**config.mk**
```make
export PLATFORM = sky130hd
export DESIGN_NAME = writeback_unit
export DESIGN_NICKNAME = d
export VERILOG_FILES = /design/src/rtl/writeback_unit_pkg.sv /design/src/rtl/writeback_unit_reg_scoreboard.sv /design/src/rtl/writeback_unit.sv
export SDC_FILE = /design/constraint.sdc
export NUM_CORES = 1
export LEC_CHECK = 0
export BUFFER_PORTS_ARGS = -buffer_cell sky130_fd_sc_hd__buf_2
export CAP_MARGIN = 0
export CORE_ASPECT_RATIO = 1.1
export CORE_MARGIN = 2
export CORE_UTILIZATION = 40
export CTS_BUF_LIST = sky130_fd_sc_hd__clkbuf_16
export DETAILED_ROUTE_END_ITERATION = 10
export MAX_ROUTING_LAYER = met4
export PLACE_DENSITY = 0.69
export SYNTH_ARGS = -nofsm -noshare
export SYNTH_HDL_FRONTEND = slang
export SYNTH_HIERARCHICAL = 1
export SYNTH_SLANG_ARGS = --single-unit
```
**constraint.sdc**
```tcl
create_clock -name clk -period 8.86 [get_ports clk]
set_input_delay 1.772 -clock clk [delete_from_list [all_inputs] [get_ports clk]]
set_output_delay 1.772 -clock clk [all_outputs]
set_load 0.02 [all_outputs]
```
**src/rtl/writeback_unit_pkg.sv**
```systemverilog
`default_nettype none
// ============================================================================
//  Module   : writeback_unit_pkg
//  Brief    : Shared types and constants for the register write-back path.
//  Revision : 1.0 - initial release
// ============================================================================
package writeback_unit_pkg;

    localparam int NUM_REGS = 32;

    typedef logic [31:0] u32_t;
    typedef logic [4:0]  regaddr_t;

    // One write request: destination register and the value to write.
    typedef struct packed {
        regaddr_t addr;
        u32_t     data;
    } wb_req_t;

    localparam regaddr_t C_REG_ZERO = 5'd0;

endpackage : writeback_unit_pkg
`default_nettype wire

```
**src/rtl/writeback_unit_reg_scoreboard.sv**
```systemverilog
`default_nettype none
// ============================================================================
//  Module   : reg_scoreboard
//  Brief    : Busy vector for registers with long ops in flight, hazard lookup
//             on three addresses, and a registered count of busy registers.
//  Revision : 1.0 - initial release
// ============================================================================
module reg_scoreboard #(
    parameter int NUM_REGS = writeback_unit_pkg::NUM_REGS
) (
    input  logic                clk,
    input  logic                rst_n,
    input  logic                set_en,
    input  logic [4:0]          set_addr,
    input  logic                clr_en,
    input  logic [4:0]          clr_addr,
    input  logic                chk_en,
    input  logic [4:0]          chk_ra,
    input  logic [4:0]          chk_rb,
    input  logic [4:0]          chk_rd,
    output logic                hazard,
    output logic [NUM_REGS-1:0] busy,
    output logic [5:0]          pend_cnt
);
    import writeback_unit_pkg::*;

    logic [NUM_REGS-1:0] r_busy;
    logic [NUM_REGS-1:0] w_busy_nxt;
    logic [5:0]          r_pend_cnt;
    logic [5:0]          w_pend_nxt;

    // Set is applied after clear so a fresh issue keeps ownership of the register.
    always_comb begin
        w_busy_nxt = r_busy;
        if (clr_en) begin
            w_busy_nxt[clr_addr] = 1'b0;
        end
        if (set_en) begin
            w_busy_nxt[set_addr] = 1'b1;
        end
        w_busy_nxt[C_REG_ZERO] = 1'b0;
    end

    always_comb begin
        w_pend_nxt = '0;
        for (int i = 0; i < NUM_REGS; i++) begin
            w_pend_nxt = w_pend_nxt + {5'd0, w_busy_nxt[i]};
        end
    end

    always_ff @(posedge clk or negedge rst_n) begin
        if (!rst_n) begin
            r_busy     <= '0;
            r_pend_cnt <= '0;
        end else begin
            r_busy     <= w_busy_nxt;
            r_pend_cnt <= w_pend_nxt;
        end
    end

    // Uses the registered vector, so a register clearing this cycle still hazards.
    assign hazard   = chk_en & (r_busy[chk_ra] | r_busy[chk_rb] | r_busy[chk_rd]);
    assign busy     = r_busy;
    assign pend_cnt = r_pend_cnt;

endmodule : reg_scoreboard
`default_nettype wire

```
**src/rtl/writeback_unit.sv**
```systemverilog
`default_nettype none
// ============================================================================
//  Module   : writeback_unit
//  Brief    : Arbitrates ALU and long-latency results into one registered
//             register-file write stage, forwards it, and stalls on hazards.
//  Revision : 1.0 - initial release
// ============================================================================
module writeback_unit #(
    parameter int NUM_REGS = writeback_unit_pkg::NUM_REGS,
    parameter bit FWD_EN   = 1'b1
) (
    input  logic        clk,
    input  logic        rst_n,
    input  logic        alu_valid,
    input  logic [4:0]  alu_addr,
    input  logic [31:0] alu_data,
    input  logic        lng_valid,
    output logic        lng_ready,
    input  logic [4:0]  lng_addr,
    input  logic [31:0] lng_data,
    input  logic        iss_valid,
    input  logic        iss_long,
    input  logic [4:0]  iss_rd,
    input  logic [4:0]  iss_ra,
    input  logic [4:0]  iss_rb,
    output logic        iss_stall,
    input  logic [31:0] rf_ra_data,
    input  logic [31:0] rf_rb_data,
    output logic [31:0] ra_fwd_data,
    output logic [31:0] rb_fwd_data,
    output logic [4:0]  rd_addr,
    output logic [31:0] rd_data,
    output logic [5:0]  pend_cnt
);
    import writeback_unit_pkg::*;

    wb_req_t             w_alu_req;
    wb_req_t             w_lng_req;
    wb_req_t             w_win;
    wb_req_t             r_stage;
    logic                w_lng_fire;
    logic                w_set_en;
    logic                w_hazard;
    logic [NUM_REGS-1:0] w_busy;

    assign w_alu_req  = {alu_addr, alu_data};
    assign w_lng_req  = {lng_addr, lng_data};

    // ALU results have no back-pressure, so the long stream yields to them.
    assign lng_ready  = rst_n & ~alu_valid;
    assign w_lng_fire = lng_valid & lng_ready;

    always_comb begin
        w_win = '0;
        if (alu_valid) begin
            w_win = w_alu_req;
        end else if (w_lng_fire) begin
            w_win = w_lng_req;
        end
    end

    always_ff @(posedge clk or negedge rst_n) begin
        if (!rst_n) begin
            r_stage <= '0;
        end else begin
            r_stage <= w_win;
        end
    end

    assign rd_addr = r_stage.addr;
    assign rd_data = r_stage.data;

    assign w_set_en  = iss_valid & iss_long & ~w_hazard & (iss_rd != C_REG_ZERO);
    assign iss_stall = w_hazard;

    reg_scoreboard #(
        .NUM_REGS (NUM_REGS)
    ) u_scoreboard (
        .clk      (clk),
        .rst_n    (rst_n),
        .set_en   (w_set_en),
        .set_addr (iss_rd),
        .clr_en   (w_lng_fire),
        .clr_addr (lng_addr),
        .chk_en   (iss_valid),
        .chk_ra   (iss_ra),
        .chk_rb   (iss_rb),
        .chk_rd   (iss_rd),
        .hazard   (w_hazard),
        .busy     (w_busy),
        .pend_cnt (pend_cnt)
    );

    // The register file reads combinationally, so the value being written this
    // cycle is not yet visible there and must be bypassed from the write stage.
    generate
        if (FWD_EN) begin : g_fwd
            assign ra_fwd_data = ((rd_addr != C_REG_ZERO) && (rd_addr == iss_ra)) ? rd_data : rf_ra_data;
            assign rb_fwd_data = ((rd_addr != C_REG_ZERO) && (rd_addr == iss_rb)) ? rd_data : rf_rb_data;
        end else begin : g_no_fwd
            assign ra_fwd_data = rf_ra_data;
            assign rb_fwd_data = rf_rb_data;
        end
    endgenerate

`ifndef SYNTHESIS
    a_lng_to_busy : assert property (@(posedge clk) disable iff (!rst_n)
        (w_lng_fire && (lng_addr != C_REG_ZERO)) |-> w_busy[lng_addr])
        else $error("long result written to a register with no op in flight");

    a_lng_hold : assert property (@(posedge clk) disable iff (!rst_n)
        (lng_valid && !lng_ready) |=> (lng_valid && $stable(lng_addr) && $stable(lng_data)))
        else $error("long result withdrawn or changed while not accepted");

    a_alu_to_free : assert property (@(posedge clk) disable iff (!rst_n)
        (alu_valid && (alu_addr != C_REG_ZERO)) |-> !w_busy[alu_addr])
        else $error("ALU result targets a register with a long op in flight");
`endif

endmodule : writeback_unit
`default_nettype wire
```
* After elaboration in Yosys (flattened, before gate mapping)
Index checks and enable logic that the tools add are counted.
** Word-level totals
- Bits in registers :: 74
- Bits of input ports :: 159
- Output and inout port bits :: 109
- Word-level logic and storage cells :: 77
** Cells by class
- Add/subtract/negate cells :: 30
- Magnitude comparators :: 6
- Equal/unequal tests :: 2
- Mux-type cells :: 16
- Bitwise gates (word level) :: 13
- Reductions and logical operators :: 6
** Operators by type and width (count)
- 6-bit by 1-bit adder with 6-bit output :: 29
- 32-bit 2-to-1 mux :: 4
- 37-bit 2-to-1 mux :: 2
- 32-bit AND :: 1
- 32-bit NOT :: 1
- 32-bit OR :: 1
- 5-bit by 6-bit < comparator with 1-bit output (second input constant) :: 4
- 1-bit binary-select mux with 5-bit select :: 3
- 1-bit demux with 5-bit select :: 2
- 5-bit == test :: 2
- 5-bit by 1-bit >= comparator with 1-bit output (second input constant) :: 2
- 5-bit nonzero test :: 2
- 1-bit AND :: 6
- 1-bit 2-to-1 mux :: 5
- 1-bit logical AND :: 4
- 1-bit by 1-bit adder with 2-bit output :: 1
- 1-bit NOT :: 2
- 1-bit OR :: 2

* Longest topological paths before layout
Gate-level depths: netlist of run 1.
- Depth in word-level cells :: 39
- Depth in mapped cells :: 26
- Gate-level depth less buffers :: 24

* By module
The synthesis of run 1 kept the hierarchy.
** Modules (own cells, without submodules)
- reg_scoreboard :: times used 1, cells an instance 297, area an instance 3114.2 sq um, seq. area each 925.9 sq um
- writeback_unit :: times used 1, cells an instance 174, area an instance 2499.9 sq um, seq. area each 925.9 sq um

* Least setup slack after synthesis of run 1
No wires, ideal clock.
- Path type :: input -> register
- Start :: in iss_ra[2]
- End :: reg u_scoreboard.r_pend_cnt[4] (netlist: u_scoreboard/pend_cnt[4])
- Library setup time :: 123 ps
- Arrival time :: 8629 ps
- Required time :: 8737 ps
- Path slack :: 109 ps
- Stages on the path :: 24
- Path buffers :: 2
- Cells stage by stage :: buf_2 > mux4_2 > mux2i_1 > o32ai_1 > a2111oi_2 > a41oi_1 > nor3_1 > or3b_2 > clkbuf_1 > o21a_1 > fa_1 > fa_1 > fa_1 > inv_1 > fa_1 > fa_1 > fa_1 > inv_1 > fa_1 > fa_1 > inv_1 > a21o_1 > a21oi_1 > xnor2_1
** Between the ends
- Word-level cells in the longest chain between the ends :: 39
** RTL lines
- from (decl) :: line writeback_unit.sv:24 : input logic [4:0] iss_ra,
- 1-bit binary-select mux with 5-bit select (*) :: line writeback_unit_reg_scoreboard.sv:62 : assign hazard = chk_en & (r_busy[chk_ra] | r_busy[chk_rb] | r_busy[chk_rd]);
- 1-bit 2-to-1 mux (not written as such) (*) :: line writeback_unit_reg_scoreboard.sv:62
- 1-bit OR (*) (2 in a row) :: line writeback_unit_reg_scoreboard.sv:62
- 1-bit AND (*) :: line writeback_unit_reg_scoreboard.sv:62
- named net iss_stall :: line writeback_unit.sv:26 : output logic iss_stall,
- 1-bit NOT (*) :: line writeback_unit.sv:73 : assign w_set_en = iss_valid & iss_long & ~w_hazard & (iss_rd != C_REG_ZERO);
- 1-bit AND (*) (2 in a row) :: line writeback_unit.sv:73
- named net w_set_en :: line writeback_unit.sv:42 : logic w_set_en;
- 32-bit 2-to-1 mux (*) :: line writeback_unit_reg_scoreboard.sv:38 : if (set_en) begin
- 1-bit by 1-bit adder with 2-bit output :: line writeback_unit_reg_scoreboard.sv:47 : w_pend_nxt = w_pend_nxt + {5'd0, w_busy_nxt[i]};
- 6-bit by 1-bit adder with 6-bit output (28 in a row) :: line writeback_unit_reg_scoreboard.sv:47
- 6-bit by 1-bit adder with 6-bit output (*) :: line writeback_unit_reg_scoreboard.sv:47
- named net u_scoreboard.w_pend_nxt[4] :: line writeback_unit_reg_scoreboard.sv:30 : logic [5:0] w_pend_nxt;
- to (signal assigned) :: line writeback_unit_reg_scoreboard.sv:57 : r_pend_cnt <= w_pend_nxt;
- to (decl) :: line writeback_unit_reg_scoreboard.sv:29 : logic [5:0] r_pend_cnt;
The timed path passes the listed nets; every way through them passes the cells marked *. The select of a mux whose other input is x is not followed.

* Worst setup path after layout of run 1
- Start :: in iss_rb[2]
- End :: reg u_scoreboard.r_pend_cnt[4] (netlist: u_scoreboard/pend_cnt[4])
** Between the ends
- Elaborated cells on any way between the ends :: 39
- Those cells by class :: 30 x add/sub; 3 x mux; 6 x bitwise
** RTL lines
- from (decl) :: line writeback_unit.sv:25 : input logic [4:0] iss_rb,
- 1-bit binary-select mux with 5-bit select :: line writeback_unit_reg_scoreboard.sv:62
- 1-bit 2-to-1 mux (not written as such) :: line writeback_unit_reg_scoreboard.sv:62
- 1-bit OR (2 in a row) :: line writeback_unit_reg_scoreboard.sv:62
- 1-bit AND :: line writeback_unit_reg_scoreboard.sv:62
- 1-bit NOT :: line writeback_unit.sv:73
- 1-bit AND (2 in a row) :: line writeback_unit.sv:73
- named net w_set_en :: line writeback_unit.sv:42
- 32-bit 2-to-1 mux :: line writeback_unit_reg_scoreboard.sv:38
- named net u_scoreboard.w_busy_nxt[28] :: line writeback_unit_reg_scoreboard.sv:28 : logic [NUM_REGS-1:0] w_busy_nxt;
- 6-bit by 1-bit adder with 6-bit output (4 in a row) :: line writeback_unit_reg_scoreboard.sv:47
- named net u_scoreboard.w_pend_nxt[4] :: line writeback_unit_reg_scoreboard.sv:30
The timed path passes the listed nets, and every way through them passes these cells. The select of a mux whose other input is x is not followed.

==> key figures, run 1 <==
Floorplanning
  • Die span in y: 128 um
  • Full die area: 15000 sq um
  • Rows: 45
  • Ports: 268
  • Die Span X: 117 um
  • Core ar.: 13700 sq um
  • Initial Utilization: 0.408

Pwr
  • Leakage: 0.00382 uW
  • Peak VDD IR: 0.655 mV
  • PD cells: 294 nW/um^2

Clock network
  • Hold buffer count at cts: 0
  • Clock Latency Late Sink: 340 ps
  • CTS Buf Count: 9
  • Root Driver: clkbuf_16
  • Postcts setup bufs: 0
  • CTS resizes: 0
  • CTS clk-pin slew, worst paths: 60 ps
  • TritonCTS clock tree: yes
  • Clock Tree Buf Depth: 2
  • # H-tree levels: 3
  • CTS Sinks: 74

Min path
  • Hold Path Class: reg2reg
  • Worst Hold Depth: 2
  • Worst hold start: u_scoreboard/busy[8]
  • Hold Path End: u_scoreboard/busy[8]

Global route
  • Initial antenna violation count: 0
  • Largest net degree at the start of global routing: 73
  • First-pass GRT wire length: 29200 um
  • GRT Util Overall: 0.271
  • Vias in the first global route: 5067
  • Overflow after GRT: 0

STA
  • Max_slew headroom: 0.270
  • Tmin final: 8580 ps
  • Finish-stage setup viols: 0
  • Hold slack: 708 ps
  • Clk_skew: 8.50 ps
  • Unrepaired setup endpoints after global routing: no
  • Max Slew Vio Count: 0
  • Period utilisation layout: 0.968
  • Worst Tran Pin Value: 1090 ps
  • Hold Violations, Final: 0
  • FMAX: 117 MHz
  • Setup tns final: 0 ps

Yosys
  • Synth Warn #: 6
  • Cells after synthesis: 469
  • Avg Cell Area, Syn: 11.9 sq um
  • Synth Cell Area: 5600 sq um
  • Syn Nets: 658

Critical path
  • Crit end category: register
  • Worst path required time: 9090 ps
  • CP max FO: 8
  • Worst r2r src: u_scoreboard/busy[29]
  • Reg-to-Reg End: u_scoreboard/pend_cnt[4]
  • CP startpoint kind: primary input
  • Critical path class: in2reg
  • Reg-to-reg slack, setup: 1480 ps
  • Reg2Reg Depth: 24
  • CP arrival: 8800 ps

Outcome
  • Status: finished clean

Drt
  • DR iter-0 viols: 342
  • Post-route ant nets: 0
  • Vias: 5209
  • Per-cell routed wire length: 21.8 um
  • DRT Wirelength: 20400 um
  • Drt first pass iters: 5
  • Remaining DRCs: 0
  • Routed vias/inst: 5.56

Placement
  • Final estimated routing congestion in global placement: 0.976
  • Area after DPL: 7170 sq um
  • Placed Cells incl. Taps: 921
  • # port buffers: 267
  • Detailed Place HPWL: 16000 um

Final layout
  • Design Area, Final: 7450 sq um
  • Share of layout cells above drive strength 1: 0.521
  • Post-Layout Cell Count: 937
  • Post-synthesis to final-layout area growth: 33.0%
  • Ant diodes: 0
  • Fin nets: 933

Run
  • MaxCap Viol Count: 0
-- critical path, cell delays in order --
cell and delay (ps):
buf_2 220, mux4_2 540, nand3_1 100, nand4_1 110, a2111oi_2 380, a41oi_1 210
nor3_1 220, buf_4 150, or3b_2 540, o21ai_0 310, inv_1 100, fa_1 510
fa_1 440, fa_1 500, inv_1 50, fa_1 460, fa_1 480, fa_1 490
inv_1 50, fa_1 400, fa_1 390, inv_1 70, a21o_1 100, a21oi_1 70
xnor2_1 130
-- registers in the layout (all words and copies together), names as in the netlist --
| register | flops |
|---|---|
| u_scoreboard/busy | 31 |
| rd_addr | 5 |
| u_scoreboard/pend_cnt | 6 |
| rd_data | 32 |
-- per-stage QoR --
step / worst slack, ps / total power, uW / util
floorplan: 109 / 1480 / -
global placement: 60.0 / 1800 / 0.522
detailed placement: 41.9 / 1820 / 0.522
CTS: 361 / 2220 / 0.543
global route: 11.2 / 2450 / 0.543
finish: 285 / 2190 / 0.543
-- cell usage in the layout (no fill, tap or decap), types with 2 or more instances in the layout --
cell        instances
mux4_2             12
a2111oi_0           6
nand4_1             2
o21ai_0            53
clkinv_1            2
mux2_2              7
nand4b_1            2
ha_1                7
mux2i_1             9
dfrtp_1            74
mux4_1              5
fa_1               23
o21a_1             11
a21oi_1             5
inv_1              53
buf_4              22
nand2_1             6
or3b_2              5
xnor2_1             8
nor2b_1             9
nand3_1             7
buf_2             266
nand2b_1            2
or3_1               2
a221oi_1            3
mux2_4             60
a22o_1             37
nor2_1              7
nand3b_1           10
clkbuf_16           9
clkinvlp_4          2
xor2_1              5
nor4_4              2
-- cell type report --
type | instances | area (sq um)
clock inverter | 7 | 61.3
inverter | 52 | 195
clock buffer | 9 | 225
multi-input combinational | 319 | 3390
fill | 1251 | 6280
tap | 188 | 235
sequential | 74 | 1850
timing repair buffer | 288 | 1500
-- metal layers --
metal | GRT usage | vias to the layer above | part of all wire
met4 | 0.128 | 0 | 0.047
met1 | 0.340 | 2545 | 0.40
met5 | - | - | 0
met3 | 0.0506 | 74 | 0.081
met2 | 0.423 | 323 | 0.47
li1 | - | 2267 | -
-- where the power goes --
| group | internal (uW) | switching (uW) | total (uW) |
|---|---|---|---|
| Combinational | 641 | 724 | 1360 |
| Sequential | 412 | 58.5 | 471 |
| Clock | 214 | 144 | 358 |
-- worst max-delay path by stage --
stage,start,end,slack [ps],depth (start not counted)
after CTS,iss_rb[2],u_scoreboard/pend_cnt[4],360,24
after global placement,iss_rd[0],u_scoreboard/pend_cnt[4],60,25
after global routing,iss_rb[2],u_scoreboard/pend_cnt[4],10,25
after detailed placement,iss_rb[2],u_scoreboard/pend_cnt[4],40,25
final,iss_rb[2],u_scoreboard/pend_cnt[4],280,25
after floorplan,iss_ra[2],u_scoreboard/pend_cnt[4],110,24
(Power assumes the default switching activity.)
==> run 2: changes to the inputs <==
==> constraint.sdc (replaced) <==
create_clock -name clk -period 8.86 [get_ports clk]
set_input_delay 0.886 -clock clk [delete_from_list [all_inputs] [get_ports clk]]
set_output_delay 0.886 -clock clk [all_outputs]
set_load 0.02 [all_outputs]
==> key figures, run 2 (synthesis results as in run 1) <==
Outcome
  • Status: finished clean (unchanged)

Drt
  • Drt first pass iters: 8 (was 5)
  • Remaining DRCs: 0 (unchanged)
  • Routed vias/inst: 5.54 (was 5.56)
  • Per-cell routed wire length: 21.4 um (was 21.8 um)
  • Post-route ant nets: 0 (unchanged)
  • Vias: 5123 (was 5209)
  • DR iter-0 viols: 386 (was 342)
  • DRT Wirelength: 19800 um (was 20400 um)

Placement
  • Area after DPL: 7050 sq um (was 7170 sq um)
  • Detailed Place HPWL: 15800 um (was 16000 um)
  • # port buffers: 267 (unchanged)
  • Final estimated routing congestion in global placement: 1.01 (was 0.976)
  • Placed Cells incl. Taps: 905 (was 921)

Final layout
  • Sequential standard cell area: 1850 sq um (unchanged)
  • Post-synthesis to final-layout area growth: 31.8% (was 33.0%)
  • Fin nets: 917 (was 933)
  • Layout Utilization: 0.537 (was 0.543)
  • Most frequent cells in the layout: buf_2 (266), dfrtp_1 (74), mux2_4 (60) (unchanged)
  • Share of layout cells above drive strength 1: 0.513 (was 0.521)
  • Filler cells: 1251 (unchanged)
  • Commonest non-fill, non-tap cell in the layout: buf_2 (unchanged)
  • Design Area, Final: 7380 sq um (was 7450 sq um)
  • Max FFs per register: 32 (unchanged)
  • Area of the multi-input gates: 3390 sq um (unchanged)
  • Post-Layout Cell Count: 925 (was 937)

Critical path
  • Reg-to-Reg End: u_scoreboard/pend_cnt[4] (unchanged)
  • Critical path launch point: iss_rd[1] (was iss_rb[2])
  • Critical path class: in2reg (unchanged)
  • CP max FO: 14 (was 8)
  • CP startpoint kind: primary input (unchanged)
  • Top cell by count, worst path: fa_1 (unchanged)
  • Worst path cell trace: buf_2 > mux4_1 > nand4b_1 > nand4_1 > a2111oi_2 > a41oi_1 > nor3_1 > or3b_2 > o21ai_0 > fa_1 > inv_1 > fa_1 > fa_1 > inv_1 > fa_1 > fa_1 > fa_1 > inv_1 > fa_1 > fa_1 > inv_1 > a21o_1 > a21oi_1 > xnor2_1
  • Worst r2r src: u_scoreboard/busy[16] (was u_scoreboard/busy[29])
  • Crit end category: register (unchanged)
  • Max incr delay on CP: 600 ps (was 540 ps)
  • Worst path required time: 9080 ps (was 9090 ps)
  • Max stage delay cell, worst path: mux4_1 (was mux4_2)
  • Reg-to-reg slack, setup: 1310 ps (was 1480 ps)
  • CP arrival: 8110 ps (was 8800 ps)
  • Reg2Reg Depth: 23 (was 24)

Floorplanning
  • Die span in y: 128 um (unchanged)
  • Die Span X: 117 um (unchanged)
  • Core ar.: 13700 sq um (unchanged)
  • Rows: 45 (unchanged)
  • Ports: 268 (unchanged)
  • Full die area: 15000 sq um (unchanged)
  • Initial Utilization: 0.408 (unchanged)

Clock network
  • Hold buffer count at cts: 0 (unchanged)
  • CTS clk-pin slew, worst paths: 60 ps (about the same)
  • Postcts setup bufs: 0 (unchanged)
  • # H-tree levels: 3 (unchanged)
  • CTS Buf Count: 9 (unchanged)
  • Clock Latency Late Sink: 340 ps (about the same)
  • Clock Tree Buf Depth: 2 (unchanged)
  • Root Driver: clkbuf_16 (unchanged)
  • CTS resizes: 0 (unchanged)
  • CTS Sinks: 74 (unchanged)
  • TritonCTS clock tree: yes (unchanged)

STA
  • Tmin final: 7890 ps (was 8580 ps)
  • Finish-stage setup viols: 0 (unchanged)
  • Setup tns final: 0 ps (unchanged)
  • Unrepaired setup endpoints after global routing: no (unchanged)
  • Period utilisation layout: 0.891 (was 0.968)
  • Max_slew headroom: 0.285 (was 0.270)
  • FMAX: 127 MHz (was 117 MHz)
  • Max Slew Vio Count: 0 (unchanged)
  • Clk_skew: 7.73 ps (was 8.50 ps)
  • Worst Tran Pin Value: 1060 ps (was 1090 ps)
  • Hold Violations, Final: 0 (unchanged)

Global route
  • Overflow after GRT: 0 (unchanged)
  • GRT Util Overall: 0.266 (was 0.271)
  • Largest net degree at the start of global routing: 67 (was 73)
  • First-pass GRT wire length: 28700 um (was 29200 um)
  • Initial antenna violation count: 4 (was 0)
  • Vias in the first global route: 4986 (was 5067)

Min path
  • Hold Path Class: in2async (was reg2reg)

Run
  • MaxCap Viol Count: 0 (unchanged)

Pwr
  • Peak VDD IR: 0.693 mV (was 0.655 mV)
  • PD cells: 294 nW/um^2 (about the same)
  • Leakage: 0.00376 uW (was 0.00382 uW)
-- run 2: routing by layer --
layer,GRT usage,vias to the layer above,share of wire
met5,-,-,0
met4,0.122,0,0.036
met3,0.0648,65,0.088
met2,0.423,323,0.50
met1,0.318,2488,0.38
li1,-,2247,-
-- run 2: cell type report --
| type | count | area share |
|---|---|---|
| Multi-Input combinational cell | 319 | 0.459 |
| Sequential cell | 74 | 0.251 |
| Clock inverter | 7 | 0.0137 |
| Antenna cell | 4 | 0.00136 |
| Timing Repair Buffer | 272 | 0.186 |
| Inverter | 52 | 0.0264 |
| Tap cell | 188 | 0.0319 |
| Clock buffer | 9 | 0.0305 |
-- run 2: worst max path at each step --
stage / cells after the start / slack (ps) / end
6_report: 24 / 970 / u_scoreboard/pend_cnt[4]
5_1_grt: 24 / 590 / u_scoreboard/pend_cnt[4]
4_1_cts: 24 / 1030 / u_scoreboard/pend_cnt[4]
3_5_place_dp: 24 / 680 / u_scoreboard/pend_cnt[4]
3_3_place_gp: 24 / 820 / u_scoreboard/pend_cnt[4]
2_1_floorplan: 24 / 990 / u_scoreboard/pend_cnt[4]
-- run 2: through the flow --
stage / hold slack [ps] / worst slack, ps / total power [uW]
final: 363 / 970 / 2170
after global routing: 367 / 588 / 2420
after CTS: 364 / 1030 / 2190
after detailed placement: 615 / 678 / 1780
after global placement: 640 / 823 / 1770
after floorplan: 530 / 995 / 1480
-- run 2: power by group --
| group | leakage (uW) | internal, uW | total (uW) | switching [uW] |
|---|---|---|---|---|
| Sequential | 0.000945 | 412 | 469 | 56.7 |
| Combinational | 0.00266 | 601 | 1290 | 694 |
| Clock | 0.000160 | 250 | 404 | 154 |
| Total | 0.00376 | 1260 | 2170 | 905 |
-- run 2: worst max-delay path, delay by kind of cell --
family / cells / cell delay (ps)
AOI/OAI and AO/OA: 5 / 1060
xor gates and xnor gates: 1 / 130
adders and majority gates: 8 / 3720
buffers and inverters: 5 / 520
muxes: 1 / 600
and+or+nand+nor: 4 / 1190
==> run 3: changes to the inputs <==
ABC_AREA = 1   (was unset)
PLACE_DENSITY = 0.67   (was 0.69)
==> key figures, run 3 <==
Outcome
  • Status: finished clean (unchanged)

Final layout
  • Post-Layout Cell Count: 1298 (was 925)
  • Filler cells: 1537 (was 1251)
  • Most frequent cells in the layout: nand2_1 (278), buf_2 (266), nand3_1 (146) (was buf_2 (266), dfrtp_1 (74), mux2_4 (60))
  • Max FFs per register: 32 (unchanged)
  • Fin nets: 1282 (was 917)
  • Commonest non-fill, non-tap cell in the layout: nand2_1 (was buf_2)
  • Post-synthesis to final-layout area growth: 25.7% (was 31.8%)
  • Share of layout cells above drive strength 1: 0.293 (was 0.513)

Placement
  • Final estimated routing congestion in global placement: 1.02 (was 1.01)
  • Detailed Place HPWL: 19000 um (was 15800 um)
  • Place WS: 1180 ps (was 678 ps)
  • # port buffers: 267 (unchanged)
  • Placed Cells incl. Taps: 1278 (was 905)

Clock network
  • Clock Tree Buf Depth: 2 (unchanged)
  • Root Driver: clkbuf_16 (unchanged)
  • # H-tree levels: 3 (unchanged)
  • Hold buffer count at cts: 0 (unchanged)
  • CTS Buf Count: 9 (unchanged)
  • CTS resizes: 0 (unchanged)
  • CTS clk-pin slew, worst paths: 60 ps (about the same)
  • TritonCTS clock tree: yes (unchanged)
  • Postcts setup bufs: 0 (unchanged)
  • CTS Sinks: 74 (unchanged)
  • Clock Latency Late Sink: 350 ps (was 340 ps)

Drt
  • Top layer in use: met4 (unchanged)
  • Vias: 6837 (was 5123)
  • Drt first pass iters: 5 (was 8)
  • Post-route ant nets: 0 (unchanged)
  • Wl on met1: 9530 um (was 7520 um)
  • Routed wl met2: 11400 um (was 9850 um)
  • DR iter-0 viols: 519 (was 386)
  • Routed wl met3: 1990 um (was 1740 um)
  • Remaining DRCs: 0 (unchanged)
  • Routed vias/inst: 5.27 (was 5.54)
  • Per-cell routed wire length: 18.2 um (was 21.4 um)
  • DRT Wirelength: 23600 um (was 19800 um)

Critical path
  • Top cell by count, worst path: fa_1 (unchanged)
  • Max incr delay on CP: 580 ps (was 600 ps)
  • CP arrival: 7600 ps (was 8110 ps)
  • Crit end category: register (unchanged)
  • Reg2Reg Depth: 29 (was 23)
  • Critical path endpoint: u_scoreboard/pend_cnt[4] (unchanged)
  • CP startpoint kind: primary input (unchanged)
  • Max stage delay cell, worst path: nor3_1 (was mux4_1)
  • Reg-to-reg slack, setup: 1950 ps (was 1310 ps)
  • Worst r2r src: u_scoreboard/busy[12] (was u_scoreboard/busy[16])
  • Critical path class: in2reg (unchanged)
  • CP max FO: 19 (was 14)
  • Critical path launch point: iss_ra[0] (was iss_rd[1])
  • Worst path required time: 9130 ps (was 9080 ps)
  • Reg-to-Reg End: u_scoreboard/pend_cnt[4] (unchanged)

Yosys
  • Synth Warn #: 6 (unchanged)
  • Avg Cell Area, Syn: 7.16 sq um (was 11.9 sq um)
  • Synth Cell Area: 6100 sq um (was 5600 sq um)
  • Cells after synthesis: 852 (was 469)
  • Syn Nets: 1041 (was 658)

Run
  • MaxCap Viol Count: 0 (unchanged)

STA
  • Tmin final: 7320 ps (was 7890 ps)
  • Max_slew headroom: 0.367 (was 0.285)
  • Worst Tran Pin Value: 949 ps (was 1060 ps)
  • FMAX: 137 MHz (was 127 MHz)
  • Unrepaired setup endpoints after global routing: no (unchanged)
  • Clk_skew: 2.89 ps (was 7.73 ps)
  • Period utilisation layout: 0.826 (was 0.891)
  • Hold Violations, Final: 0 (unchanged)
  • Final worst setup slack: 1540 ps (was 970 ps)
  • Setup tns final: 0 ps (unchanged)
  • Finish-stage setup viols: 0 (unchanged)
  • Max Slew Vio Count: 0 (unchanged)

Global route
  • Largest net degree at the start of global routing: 75 (was 67)
  • First-pass GRT wire length: 35100 um (was 28700 um)
  • Overflow after GRT: 0 (unchanged)
  • Initial antenna violation count: 4 (unchanged)
  • Vias in the first global route: 6159 (was 4986)
  • GRT Util Overall: 0.295 (was 0.266)

Pwr
  • Leakage: 0.00435 uW (was 0.00376 uW)
  • Peak VDD IR: 0.665 mV (was 0.693 mV)
  • Pwr Total: 2010 uW (was 2170 uW)
  • Part of the power in registers: 0.226 (was 0.216)
  • Pint: 1110 uW (was 1260 uW)
  • Clock share of power: 0.179 (was 0.186)
  • Sw Ratio: 0.447 (was 0.417)
  • Switching Power: 898 uW (was 905 uW)
  • PD cells: 262 nW/um^2 (was 294 nW/um^2)
  • Comb pwr share: 0.595 (was 0.597)

Floorplanning
  • Initial Utilization: 0.407 (was 0.408)
  • Core ar.: 15000 sq um (was 13700 sq um)
  • Full die area: 16300 sq um (was 15000 sq um)
  • Die span in y: 134 um (was 128 um)
  • Die Span X: 122 um (was 117 um)
  • Ports: 268 (unchanged)
  • Rows: 47 (was 45)

Min path
  • Worst Hold Depth: 2
  • Hold Path Class: reg2reg (was in2async)
-- run 3: power by group through the flow --
| stage | combinational [uW] | sequential (uW) | clock (uW) |
|---|---|---|---|
| global placement | 1170 | 458 | 0 |
| CTS | 1220 | 452 | 368 |
| floorplan | 888 | 466 | 0 |
| detailed placement | 1210 | 457 | 0 |
| finish | 1200 | 455 | 359 |
| global route | 1380 | 457 | 383 |
-- run 3: critical path: cells and delay by family --
| family | cells | cell delay, ps |
|---|---|---|
| AO/OA/AOI/OAI | 3 | 650 |
| XOR/XNOR | 1 | 150 |
| adder cells (fa/ha/maj) | 8 | 3670 |
| buffers and inverters | 9 | 890 |
| AND/OR/NAND/NOR | 9 | 1350 |
-- run 3: cell type report --
type                    count  area (sq um)  share of cell area
clock buffers               9           225              0.0294
inverters                 128           490              0.0639
clock inverters             7          61.3             0.00799
well taps                 196           245              0.0320
multi-input cells         610          3430               0.447
diodes                      4          10.0             0.00130
repair buffers            270          1360               0.177
flip-flops and latches     74          1850               0.241
-- run 3: how the worst min path moves through the flow --
| stage | from | endpoint | slack [ps] |
|---|---|---|---|
| 5_1_grt | u_scoreboard/busy[1] | u_scoreboard/busy[1] | 630 |
| 2_1_floorplan | u_scoreboard/busy[1] | u_scoreboard/busy[1] | 500 |
| 6_report | u_scoreboard/busy[1] | u_scoreboard/busy[1] | 620 |
| 3_5_place_dp | u_scoreboard/busy[1] | u_scoreboard/busy[1] | 580 |
| 3_3_place_gp | u_scoreboard/busy[1] | u_scoreboard/busy[1] | 600 |
| 4_1_cts | u_scoreboard/busy[1] | u_scoreboard/busy[1] | 600 |
-- run 3: through the flow --
stage | hold WS [ps] | util | instance area, sq um
finish | 620 | 0.512 | 7670
floorplan | 503 | - | 6100
CTS | 597 | 0.511 | 7660
detailed placement | 581 | 0.492 | 7380
global route | 632 | 0.512 | 7670
global placement | 597 | 0.492 | 7380
-- run 3: layer usage --
layer  GRT usage  up-vias
met5           -        -
met4       0.109        0
met3      0.0676       46
met2       0.473      328
met1       0.362     3238
li1            -     3225
